===== config.mk =====
export PLATFORM = sky130hd
export DESIGN_NAME = reservation_station
export DESIGN_NICKNAME = d
export VERILOG_FILES = /design/src/rtl/reservation_station_pkg.sv /design/src/rtl/reservation_station_prio_enc8.sv /design/src/rtl/reservation_station.sv
export SDC_FILE = /design/constraint.sdc
export NUM_CORES = 2
export LEC_CHECK = 0
export BUFFER_PORTS_ARGS = -buffer_cell sky130_fd_sc_hd__clkbuf_2
export CAP_MARGIN = 30
export CORE_MARGIN = 4
export CORE_UTILIZATION = 27
export CTS_CLUSTER_SIZE = 16
export DETAILED_ROUTE_END_ITERATION = 12
export GPL_TIMING_DRIVEN = 0
export PLACE_DENSITY_LB_ADDON = 0.25
export SLEW_MARGIN = 30
export SYNTH_ARGS = -nofsm -noshare
export SYNTH_HDL_FRONTEND = slang
export SYNTH_HIERARCHICAL = 1
export SYNTH_SLANG_ARGS = --single-unit

===== constraint.sdc =====
create_clock -name clk -period 3 [get_ports clk]
set_input_delay 0.6 -clock clk [delete_from_list [all_inputs] [get_ports clk]]
set_output_delay 0.6 -clock clk [all_outputs]
set_load 0.02 [all_outputs]

===== src/rtl/reservation_station_pkg.sv =====
// Shared defines for the reservation station and ALU:
// opcode encodings, tag width, depth and entry layout.
package reservation_station_pkg;

    localparam int XLEN     = 32;
    localparam int OP_W     = 6;
    localparam int ROB_W    = 4;
    localparam int RS_DEPTH = 8;
    localparam int RS_IDX_W = 3;

    localparam logic [OP_W-1:0] OP_NOP  = 6'd0;
    localparam logic [OP_W-1:0] OP_ADD  = 6'd1;
    localparam logic [OP_W-1:0] OP_SUB  = 6'd2;
    localparam logic [OP_W-1:0] OP_AND  = 6'd3;
    localparam logic [OP_W-1:0] OP_OR   = 6'd4;
    localparam logic [OP_W-1:0] OP_XOR  = 6'd5;
    localparam logic [OP_W-1:0] OP_ADDI = 6'd10;
    localparam logic [OP_W-1:0] OP_ANDI = 6'd11;

    typedef struct packed {
        logic             busy;
        logic [OP_W-1:0]  opcode;
        logic [XLEN-1:0]  vj;
        logic [XLEN-1:0]  vk;
        logic [ROB_W-1:0] qj;
        logic [ROB_W-1:0] qk;
        logic             qj_busy;
        logic             qk_busy;
        logic [XLEN-1:0]  imm;
        logic [XLEN-1:0]  pc;
        logic [ROB_W-1:0] rob;
    } rs_entry_t;

endpackage


===== src/rtl/reservation_station_prio_enc8.sv =====
// Lowest-index set-bit finder over an 8-bit request vector.
module rs_prio_enc8 (
    input  logic [7:0] req,
    output logic       found,
    output logic [2:0] idx
);

    always_comb begin
        found = |req;
        idx   = 3'd0;
        for (int i = 7; i >= 0; i--) begin
            if (req[i]) idx = 3'(i);
        end
    end

endmodule


===== src/rtl/reservation_station.sv =====
// 8-entry reservation station: dispatch with forwarding,
// dual-CDB snoop, in-order-by-index single issue.
module reservation_station
    import reservation_station_pkg::*;
(
    input  logic             clk,
    input  logic             rst,
    input  logic             rdy,
    input  logic             rollback,
    input  logic             dsp_valid,
    input  logic [OP_W-1:0]  dsp_opcode,
    input  logic [XLEN-1:0]  dsp_vj,
    input  logic [XLEN-1:0]  dsp_vk,
    input  logic             dsp_qj_busy,
    input  logic             dsp_qk_busy,
    input  logic [ROB_W-1:0] dsp_qj,
    input  logic [ROB_W-1:0] dsp_qk,
    input  logic [XLEN-1:0]  dsp_imm,
    input  logic [XLEN-1:0]  dsp_pc,
    input  logic [ROB_W-1:0] dsp_rob,
    output logic             rs_full,
    input  logic             cdb_alu_valid,
    input  logic [ROB_W-1:0] cdb_alu_tag,
    input  logic [XLEN-1:0]  cdb_alu_val,
    input  logic             cdb_lsb_valid,
    input  logic [ROB_W-1:0] cdb_lsb_tag,
    input  logic [XLEN-1:0]  cdb_lsb_val,
    output logic             RS_sgn,
    output logic [OP_W-1:0]  RS_opcode,
    output logic [XLEN-1:0]  lhs,
    output logic [XLEN-1:0]  rhs,
    output logic [XLEN-1:0]  imm,
    output logic [XLEN-1:0]  pc,
    output logic [ROB_W-1:0] ROB_entry
);

    rs_entry_t ent [RS_DEPTH];

    logic [RS_DEPTH-1:0] free_vec;
    logic [RS_DEPTH-1:0] ready_vec;
    logic                free_found;
    logic                ready_found;
    logic [RS_IDX_W-1:0] free_idx;
    logic [RS_IDX_W-1:0] ready_idx;

    logic [XLEN:0] snp_j [RS_DEPTH];
    logic [XLEN:0] snp_k [RS_DEPTH];
    logic [XLEN:0] new_j;
    logic [XLEN:0] new_k;
    rs_entry_t     new_ent;

    // Returns {still_pending, value}; the ALU bus wins a tag tie.
    function automatic logic [XLEN:0] fwd(
        input logic             pend,
        input logic [ROB_W-1:0] tag,
        input logic [XLEN-1:0]  val
    );
        if (pend && cdb_alu_valid && cdb_alu_tag == tag)
            return {1'b0, cdb_alu_val};
        else if (pend && cdb_lsb_valid && cdb_lsb_tag == tag)
            return {1'b0, cdb_lsb_val};
        else
            return {pend, val};
    endfunction

    always_comb begin
        for (int i = 0; i < RS_DEPTH; i++) begin
            free_vec[i]  = !ent[i].busy;
            ready_vec[i] = ent[i].busy && !ent[i].qj_busy
                           && !ent[i].qk_busy;
            snp_j[i] = fwd(ent[i].qj_busy, ent[i].qj, ent[i].vj);
            snp_k[i] = fwd(ent[i].qk_busy, ent[i].qk, ent[i].vk);
        end
    end

    always_comb begin
        new_j           = fwd(dsp_qj_busy, dsp_qj, dsp_vj);
        new_k           = fwd(dsp_qk_busy, dsp_qk, dsp_vk);
        new_ent         = '0;
        new_ent.busy    = 1'b1;
        new_ent.opcode  = dsp_opcode;
        new_ent.qj_busy = new_j[XLEN];
        new_ent.vj      = new_j[XLEN-1:0];
        new_ent.qk_busy = new_k[XLEN];
        new_ent.vk      = new_k[XLEN-1:0];
        new_ent.qj      = dsp_qj;
        new_ent.qk      = dsp_qk;
        new_ent.imm     = dsp_imm;
        new_ent.pc      = dsp_pc;
        new_ent.rob     = dsp_rob;
    end

    rs_prio_enc8 u_free_enc (
        .req   (free_vec),
        .found (free_found),
        .idx   (free_idx)
    );

    rs_prio_enc8 u_ready_enc (
        .req   (ready_vec),
        .found (ready_found),
        .idx   (ready_idx)
    );

    assign rs_full = !free_found;

    always_ff @(posedge clk or negedge rst) begin
        if (!rst) begin
            for (int i = 0; i < RS_DEPTH; i++) ent[i] <= '0;
            RS_sgn    <= 1'b0;
            RS_opcode <= '0;
            lhs       <= '0;
            rhs       <= '0;
            imm       <= '0;
            pc        <= '0;
            ROB_entry <= '0;
        end else if (!rdy) begin
            RS_sgn <= 1'b0;
        end else if (rollback) begin
            for (int i = 0; i < RS_DEPTH; i++) ent[i].busy <= 1'b0;
            RS_sgn <= 1'b0;
        end else begin
            for (int i = 0; i < RS_DEPTH; i++) begin
                if (ent[i].busy) begin
                    {ent[i].qj_busy, ent[i].vj} <= snp_j[i];
                    {ent[i].qk_busy, ent[i].vk} <= snp_k[i];
                end
            end
            RS_sgn <= ready_found;
            if (ready_found) begin
                RS_opcode <= ent[ready_idx].opcode;
                lhs       <= ent[ready_idx].vj;
                rhs       <= ent[ready_idx].vk;
                imm       <= ent[ready_idx].imm;
                pc        <= ent[ready_idx].pc;
                ROB_entry <= ent[ready_idx].rob;
                ent[ready_idx].busy <= 1'b0;
            end
            // Free slot comes from start-of-cycle state, so it never
            // aliases the entry being issued at this edge.
            if (dsp_valid && free_found)
                ent[free_idx] <= new_ent;
        end
    end

endmodule


==> qor.csv <==
stage,metric,value,unit
detailed_routing,DRC,0,
setup_path,"Buf+Inv Stages, Crit Path",5,
floorplanning,Die ar.,285000,sq um
setup_path,critical-path cell list,buf_4 > buf_6 > xnor2_1 > nand3_1 > or2_2 > clkbuf_1 > buf_2 > buf_1 > a31oi_1 > a221o_1,
detailed_routing,Pre-antenna DRT Iters,10,
logic_synthesis,Mapped Nets,7763,
floorplanning,chip width,533,um
global_route,largest net degree at the start of global routing,82,
global_route,GRT Overall Usage,34.0,%
cells_and_area,Finished Layout Cells,12301,
setup_path,"Slowest-stage cell, CP",buf_1,
setup_path,Critical Path RT,3.70,ns
setup_path,Worst Path Max Fanout,10,
pwr,Pwr Density,588,nW/um^2
setup_path,crit-path leading delay family,buffers and inverters,
clock_tree,H-tree levels,4,
cells_and_area,share of cells above drive strength 1,29.7,%
detailed_routing,overall routed net length,509,mm
floorplanning,Starting Density,27.2,%
logic_synthesis,"top cells by count, synth","nand2_1 (1617), dfrtp_1 (1331), clkbuf_1 (582), o21ai_0 (400), a21oi_1 (291)",
setup_path,Worst setup SP type,primary input,
logic_synthesis,"EDFF count, synth",0,
setup_path,CP max stage delay,0.86,ns
logic_synthesis,Syn Area/Cell,9.89,sq um
flow_run,max_cap viols,0,
placement,Placed Cells,11653,
sta,Slew @ Worst Pin,1.22,ns
clock_tree,clk_lat worst skew,0.91,ns
logic_synthesis,post-synthesis cell area,74500,sq um
sta,final setup margin,-0.214,ns
logic_synthesis,"FF+latch count, synth",1331,
logic_synthesis,"FFs w/ async S/R, synth",100,%
sta,setup TNS,-32.82,ns
sta,# setup viols final,747,
logic_synthesis,Unique masters post-synth,88,
detailed_routing,via count,78732,
setup_path,CP Capture Type,register,
global_route,GRT overflow,0,
clock_tree,clock edge transition at the registers on the reported setup and hold paths,0.06,ns
outcome,outcome,"complete, but fails checks",
placement,port bufs,338,
pwr,maximum VDD drop,0.481,mV
floorplanning,Die Y,533,um
global_route,first-pass GRT wire length,668,mm
sta,unrepaired setup endpoints after global routing,yes,
logic_synthesis,most frequent cell after synthesis,nand2_1,
sta,crit path time final,3.21,ns
logic_synthesis,sequential-to-total area share from yosys stat,44.7,%
floorplanning,row count,192,
clock_tree,Max Buffers Root-to-Sink,4,
setup_path,CP Class,primary input to register,
clock_tree,clock root cell,clkbuf_16,
detailed_routing,Antenna Nets Post-Route,0,
detailed_routing,drt via density,6.40,
cells_and_area,Reg area,33300,sq um
pwr,Pleak,0.0424,uW
floorplanning,I/O pins,367,
detailed_routing,drt initial violations,11898,
outcome,failing checks,negative setup slack,
placement,DP HPWL,349,mm
logic_synthesis,largest area contributor in the netlist,dfrtp_1,
logic_synthesis,yosys warns,6,
cells_and_area,Layout Nets,8614,
logic_synthesis,Mapped Cells,7536,
cells_and_area,FILL cells,27594,
setup_path,crit path DAT,3.92,ns
clock_tree,Num CTS Buffers,169,
placement,Final Wtd Congestion,1.07,
cells_and_area,area of the multi-input gates,40200,sq um
logic_synthesis,Synth top area share,44.7,%
sta,fmax,0.311,GHz
min_path,Hold/Removal Path Class,primary input to asynchronous set/reset pin,
sta,Fin. Hold Viols,0,
global_route,vias in the first global route,73835,
sta,Worst Clk Skew,0.0914,ns
placement,Post-DP Area,83400,sq um
logic_synthesis,dominant cells by area after synthesis,"dfrtp_1 (45%), mux4_2 (8.3%), nand2_1 (8.1%)",
sta,max-slew violation count,0,
global_route,initial antenna violation count,110,
sta,Final Cycle Share,107,%
cells_and_area,"final std cell area, no fill",97100,sq um
cells_and_area,synth-to-layout area growth,30.2,%
clock_tree,clk sinks,1331,
clock_tree,TritonCTS clock tree,built,
floorplanning,core area,274000,sq um
sta,slew margin rel.,18.6,%
logic_synthesis,Post-synth top flop,dfrtp_1,
detailed_routing,post-DR wirelength/cell,41.3,um
## layout make-up
type / instances / share of cell area [%]
diodes: 116 / 0.299
plain buffers: 775 / 6.30
clock buffers: 256 / 5.10
clock inverters: 27 / 0.340
inverters: 27 / 0.129
multi-input cells: 5382 / 41.4
flip-flops and latches: 1331 / 34.3
well taps: 3686 / 4.75
repair buffers: 701 / 7.37
## state kept, by name, indices dropped and copies added (netlist names)
signal / flops
ent: 1192
lhs: 32
imm: 32
rhs: 32
ROB_entry: 4
RS_opcode: 6
RS_sgn: 1
pc: 32
## where the power goes
group | switching (uW) | internal [uW]
clock network | 8870 | 11700
registers | 1930 | 20600
logic | 8460 | 5460
total | 19300 | 37800
## worst min-delay path, cell delays in order
cell       delay, ns
clkbuf_16       0.11
buf_16          0.11
buf_16          0.13
buf_16          0.31
## path summary, 6_finish.rpt
kind	start	end	slack [ns]	depth (start not counted)
setup / recovery	cdb_alu_tag[0]	ent[1162]	-0.21	10
hold / removal	rst	ent[132]	0.02	4
setup reg to reg	ent[595]	lhs[24]	-0.18	12
hold reg to reg	ent[353]	ent[353]	0.47	2
max in group asynchronous	rst	ent[783]	0.42	10
min in group clk	dsp_imm[27]	ent[1106]	0.04	3
## repair_timing
item                                   4_1_cts  5_1_grt
gates cloned                                15       21
pin swaps                                   36      119
endpoints found under the hold margin      230        0
buffers inserted                            96      105
resized for setup                          952      649
setup endpoints to repair                 1391     1160
hold buffers                                46        0
## cells in the final DEF (no fill, tap or decap), types with 106 or more instances in the layout
master	n
a21o_1	120
a21oi_1	223
a22oi_1	125
buf_12	106
buf_4	184
buf_6	111
clkbuf_1	233
clkbuf_16	209
clkbuf_2	494
dfrtp_1	1324
diode_2	116
mux2_2	247
mux4_2	276
nand2_1	1602
nor2_1	250
o211ai_1	188
o21ai_0	270
o21ai_1	124
o22ai_1	285
## kinds of logic after synthesis
family / synth area share, %
AO/OA/AOI/OAI: 21.4
AND/OR/NAND/NOR: 13.3
flip-flops: 44.7
multiplexers: 14.3
XOR/XNOR: 1.61
buffers and inverters: 4.63
## layer usage
| layer | vias up | GRT usage, % | wire, um | part of all wire, % |
|---|---|---|---|---|
| met4 | 62 | 23.4 | 44600 | 8.8 |
| met1 | 39588 | 40.5 | 185000 | 36 |
| li1 | 29639 | - | - | - |
| met5 | - | 0.600 | 810 | 0.16 |
| met2 | 7178 | 46.6 | 202000 | 40 |
| met3 | 2265 | 18.4 | 76300 | 15 |
## stage by stage
step / total power [uW] / util [%] / hold WS (ns) / setup slack [ns]
2_1_floorplan: 29200 / - / 0.304 / 0.104
3_3_place_gp: 34600 / 29.5 / 0.451 / -34.60
3_5_place_dp: 35000 / 30.4 / 0.459 / -2.06
4_1_cts: 56500 / 34.3 / 0.000568 / -0.121
5_1_grt: 58700 / 35.3 / 0.0429 / -0.175
6_report: 57100 / 35.4 / 0.0247 / -0.214
Note: power is estimated with default switching activity, not from simulation.
